--- src/rtl/vcd_n_ud.sv ---
// vcd_n_ud: N-digit BCD up/down counter with parallel load, synchronous
// clear, wrap/saturate mode and decade-chain cascade outputs (tc/ceo).
module vcd_n_ud #(
    parameter int unsigned DIGITS   = 4,
    parameter bit          SATURATE = 1'b0
) (
    input  logic                  clk,
    input  logic                  rn,
    input  logic                  ce,
    input  logic                  r,
    input  logic                  up,
    input  logic                  ld,
    input  logic [4*DIGITS-1:0]   d,
    output logic [4*DIGITS-1:0]   q,
    output logic                  tc,
    output logic                  ceo,
    output logic                  ovf,
    output logic                  ld_err
);

    logic [4*DIGITS-1:0] q_step;
    logic [4*DIGITS-1:0] d_clamp;
    logic                clamp_any;
    logic                all_nine;
    logic                all_zero;

    // Terminal-count detection: all digits at 9 (up) or all at 0 (down).
    always_comb begin
        all_nine = 1'b1;
        all_zero = 1'b1;
        for (int unsigned i = 0; i < DIGITS; i++) begin
            if (q[4*i +: 4] != 4'd9) all_nine = 1'b0;
            if (q[4*i +: 4] != 4'd0) all_zero = 1'b0;
        end
    end

    assign tc  = up ? all_nine : all_zero;
    assign ceo = ce & tc;

    // Clamp every load nibble above 9 down to 9 and flag it.
    always_comb begin
        d_clamp   = d;
        clamp_any = 1'b0;
        for (int unsigned i = 0; i < DIGITS; i++) begin
            if (d[4*i +: 4] > 4'd9) begin
                d_clamp[4*i +: 4] = 4'd9;
                clamp_any         = 1'b1;
            end
        end
    end

    // Ripple the carry/borrow through the digits; at terminal count this
    // naturally produces the wrapped value (all 0s up, all 9s down).
    always_comb begin
        logic carry;
        q_step = q;
        carry  = 1'b1;
        for (int unsigned i = 0; i < DIGITS; i++) begin
            if (carry) begin
                if (up) begin
                    if (q[4*i +: 4] == 4'd9) begin
                        q_step[4*i +: 4] = 4'd0;
                    end else begin
                        q_step[4*i +: 4] = q[4*i +: 4] + 4'd1;
                        carry            = 1'b0;
                    end
                end else begin
                    if (q[4*i +: 4] == 4'd0) begin
                        q_step[4*i +: 4] = 4'd9;
                    end else begin
                        q_step[4*i +: 4] = q[4*i +: 4] - 4'd1;
                        carry            = 1'b0;
                    end
                end
            end
        end
    end

    // Count register with priority clear > load > count > hold.
    always_ff @(posedge clk or negedge rn) begin
        if (!rn) begin
            q      <= '0;
            ovf    <= 1'b0;
            ld_err <= 1'b0;
        end else if (r) begin
            q      <= '0;
            ovf    <= 1'b0;
            ld_err <= 1'b0;
        end else if (ld) begin
            q      <= d_clamp;
            ovf    <= 1'b0;
            ld_err <= clamp_any;
        end else if (ce) begin
            ovf    <= tc;
            ld_err <= 1'b0;
            if (!(tc && SATURATE)) q <= q_step;
        end else begin
            ovf    <= 1'b0;
            ld_err <= 1'b0;
        end
    end

endmodule

--- config.mk ---
export PLATFORM = sky130hd
export DESIGN_NAME = vcd_n_ud
export DESIGN_NICKNAME = d
export VERILOG_FILES = /design/src/rtl/vcd_n_ud.sv
export SDC_FILE = /design/constraint.sdc
export NUM_CORES = 1
export LEC_CHECK = 0
export ABC_AREA = 1
export CAP_MARGIN = 0
export CORE_ASPECT_RATIO = 0.5
export CORE_UTILIZATION = 50
export DETAILED_ROUTE_END_ITERATION = 10
export GPL_TIMING_DRIVEN = 0
export PLACE_DENSITY = 0.81
export SYNTH_ARGS = -nofsm -noshare
export SYNTH_HDL_FRONTEND = slang
export SYNTH_SLANG_ARGS = --single-unit
export TNS_END_PERCENT = 30
--- constraint.sdc ---
create_clock -name clk -period 3.6 [get_ports clk]
set_clock_uncertainty 0.15 [all_clocks]
set_input_delay 0.54 -clock clk [delete_from_list [all_inputs] [get_ports clk]]
set_output_delay 0.54 -clock clk [all_outputs]
set_load 0.02 [all_outputs]
== After elaboration in Yosys (flattened, before gate mapping) ==
Index checks and enable logic that the tools add are counted.
Cells by class
  add/sub/neg operators: 8
  magnitude comparators: 4
  equality and inequality tests: 8
  multiplexer cells: 51
  bitwise logic cells: 1
  reduce and logical (&&, ||, !) cells: 15
Operators by type and width (count)
  $mux W4: 19
  $mux W16: 3
  $mux W1: 29
  $add A4 B1 Y4 const B: 4
  $eq A4 B4 Y1 const B: 4
  $gt A4 B4 Y1 const B: 4
  $logic_not A4 Y1: 4
  $ne A4 B4 Y1 const B: 4
  $reduce_bool A4 Y1: 4
  $sub A4 B1 Y4 const B: 4
  $reduce_bool A3 Y1: 4
  $reduce_and A2 Y1: 3
  $and A1 B1 Y1: 1
Word-level totals
  register bits: 18
  bits of input ports: 22
  output and inout bits: 20
  logic and storage cells: 93

== Depth between registers and ports, before layout ==
  depth after elaboration: 9
  mapped depth: 10
  gate-level depth less buffers: 10

== Least setup slack after synthesis ==
Ideal clock, no wire load.
  path kind: register to output
  start point: reg q[1]
  end point: out ceo
  arrival time: 1.562 ns
  data required time: 2.910 ns
  path slack: 1.348 ns
  stages on the path, launching flop included: 9
  path buffers: 0
  cell sequence: dfrtp_1 -> inv_1 -> ha_1 -> nand3_1 -> nor3_1 -> nand2_1 -> nand2_1 -> nand2_1 -> inv_1
Between the ends
  cells in the longest elaborated chain, start to end: 7
  elaborated cells between the ends (all ways): 12
  those cells by class: 1 x eq/ne; 9 x mux; 1 x bitwise; 1 x reduce/logical
Ends and longest elaborated chain
  from (decl): RTL line 14  | output logic [4*DIGITS-1:0] q,
  from (signal assigned): RTL line 90  | q <= d_clamp;
  from (signal assigned): RTL line 96  | if (!(tc && SATURATE)) q <= q_step;
  $ne A4 B4 Y1 or $reduce_bool A4 Y1 (tied branches): RTL line 32, 33
  $mux W1, on equally long branches (4 in series): RTL line 32, 33
  $mux W1 *: RTL line 37  | assign tc = up ? all_nine : all_zero;
  via tc: RTL line 15  | output logic tc,
  $and A1 B1 Y1 *: RTL line 38  | assign ceo = ce & tc;
  to (decl): RTL line 16  | output logic ceo,
Mark *: on every way through the listed nets, which the timed path passes. The rest lies on a longest branch.

== Final worst setup path ==
  start point: in up
  end point: out ceo
Between the ends
  cells in the longest elaborated chain, start to end: 2
Ends and longest elaborated chain
  from (decl): RTL line 11  | input logic up,
  $mux W1: RTL line 37
  $and A1 B1 Y1: RTL line 38
Every way passes these cells.

==> flow_summary.toml <==
[run_status]
status = "finished, final reports clean"

[sta]
finalSetupViolCount = 0
period_needed_ps = 3190
drv_slew = 0
max_clock_freq_mhz = 314
slew_headroom_pct = 40.6
hold_viol_final = 0
tightestPinTransition_ps = 888
min_period_over_period_pct = 88.6
finalSetupTns_ps = 0
rsz0062_at_grt = "no"

[detailed_routing]
routed_wl_um = 4790
ant_nets = 0
wl_per_cell_um = 13.9
drtIter0Drc = 243
drc = 0
firstDrtPassIters = 5
vias = 1893
viasPerCell = 5.49

[pwr]
max-vdd-ir-drop_mv = 0.233
clkPwrFrac_pct = 20.9
combPwrFrac_pct = 46.6
p_switching_uw = 346
powerDensity_nw_per_um2 = 383
p_leak_uw = 0.00107
seqPwrFrac_pct = 32.5
p_int_uw = 487
swShare_pct = 41.6

[place]
placement.io_buffers = 41
placed_area_sq_um = 2120
dpl.hpwl_um = 3660
place.gp.congestion = 0.840

[clock_network]
hold_buffers = 0
cts_resized = 0
cts_num_sinks = 18
cts_buffers = 3
cts_tree = "done"
clk_path_buf_depth = 2
clockRootBuffer = "clkbuf_8"
cts_setup_buffers = 0
clk_latency_ps = 260
h-tree-depth = 1
clk_pin_slew_worst_paths_ps = 70

[critical_path]
critPathArrivalTime_ps = 2500
crit_path_cell_trace = "clkdlybuf4s50_1 -> inv_1 -> buf_2 -> nor2_1 -> nand2_1 -> nand2_1 -> nand2_1 -> inv_1 -> clkdlybuf4s50_1"
crit_family = "buffers and inverters"
end_kind = "primary output"
criticalPathCategory = "in2out"
timing.critical_path.buf_inv = 5
cp_max_fo = 10
reg2reg_to = "q[6]"
rr_worst_depth = 8
r2r_slack_ps = 1620
worstPathRequired_ps = 2910
worst_path_max_delay_cell = "clkdlybuf4s50_1"
crit_top_cell = "nand2_1"
slowest_delay_ps = 590
r2r-start = "q[0]"
startpoint_type = "input pin"

[global_route]
grt_max_degree = 19
grt_overflow = 0
antenna_found_initial = 0
first_global_vias = 1628
grt_pass1_wl_um = 7830
grt_usage_pct = 28.0

[logic_synthesis]
synth_top_area_share_pct = 27.1
ys_types = 27
yosysWarningCount = 0
synth-edff-count = 0
synth_area_leaders = "dfrtp_1, nand2_1, nand3_1"
synth_cells = 260
synth_most_common_cell = "nand2_1"
synth_area_sq_um = 1660
ys.flop_type = "dfrtp_1"
syn-num-nets = 288
synth_common_cells = "nand2_1, nand3_1, nor2_1, inv_1, o21ai_0"
yosysSeqAreaShare_pct = 27.1
async_reset_ff_share_pct = 100
ys_ff_latch = 18
avgSynthCellArea_sq_um = 6.39
synth_largest_area_cell = "dfrtp_1"

[final_layout]
stdcell_area_sq_um = 2180
filler_cell_count = 260
nNetsFinal = 334
area_growth_pct = 31.0
drive_gt1_share_pct = 9.51
num_antenna_cells = 0

[floorplanning]
rows = 14
dieArea_sq_um = 3570
io_pins = 42
die_w_um = 83.5
initial_core_util_pct = 53.9
core_region_area_sq_um = 3080
die_h_um = 42.7

[job]
drv_cap = 0

[worst_hold_path]
hold_class = "reg2reg"
min_from = "q[11]"
min_to = "q[11]"
hold_depth = 2
[through the flow]
step	worst slack, ps	cells	util (%)	total power, uW	hold slack [ps]
floorplan	1350	260	-	513	94.4
global placement	464	341	68.8	641	386
detailed placement	480	341	68.8	653	418
CTS	469	345	70.6	831	438
global route	290	345	70.6	889	487
finish	411	345	70.6	833	434
[cell type report]
class / instances / area [sq um] / area share, %
multi-input combinational: 208 / 1060 / 48.8
sequential: 18 / 450 / 20.7
timing repair buffer: 41 / 410 / 18.9
inverter: 28 / 105 / 4.83
clock buffer: 4 / 55.1 / 2.53
tap: 40 / 50.0 / 2.30
buffer: 6 / 42.5 / 1.96
[how the worst max path moves through the flow]
stage | startpoint | endpoint | depth (start not counted)
after global placement | up | ceo | 9
after detailed placement | up | ceo | 9
after global routing | up | ceo | 9
final | up | ceo | 9
after floorplan | q[1] | ceo | 8
after CTS | up | ceo | 9
[state kept, by name (all words and copies together) (netlist names)]
register / flops
ld_err: 1
ovf: 1
q: 16
[power by group through the flow]
stage | combinational [uW] | sequential (uW) | clock, uW
5_1_grt | 429 | 275 | 185
4_1_cts | 384 | 270 | 177
3_5_place_dp | 380 | 273 | 0
6_report | 388 | 270 | 174
3_3_place_gp | 370 | 271 | 0
2_1_floorplan | 212 | 301 | 0
[kinds of logic after synthesis]
group	Yosys count	synth area share, %
AOI/OAI and AO/OA	37	12.4
xor gates and xnor gates	6	3.17
adders and majority gates	6	4.52
buffers and inverters	34	8.89
DFF	18	27.1
and+or+nand+nor	159	43.9
[tightest hold or removal path: stages, from the launching register on]
cell and delay (ps):
dfrtp_1 410, nand2_1 70, nand2_1 70
[per-layer routing]
layer	GRT usage [%]	vias up	wire length (um)	part of all wire [%]
met1	39.4	859	2170	45
met4	6.44	0	33	0.69
li1	-	939	-	-
met2	45.6	91	2210	46
met3	4.67	4	377	7.9
met5	0	-	0	0
[placed cells by master, fill, tap and decap left out, types with 4 or more instances in the layout]
| master | netlist | final |
|---|---|---|
| clkdlybuf4s50_1 | 0 | 41 |
| inv_1 | 25 | 25 |
| nand3_1 | 30 | 30 |
| dfrtp_1 | 18 | 18 |
| nand2_1 | 81 | 81 |
| nor2_1 | 26 | 26 |
| o21ai_0 | 21 | 21 |
| nand4_1 | 5 | 5 |
| a21oi_1 | 8 | 8 |
| clkbuf_8 | 0 | 4 |
| xor2_1 | 4 | 4 |
| ha_1 | 6 | 6 |
| buf_2 | 4 | 4 |
| nand2_2 | 4 | 4 |
(Power assumes the default switching activity.)
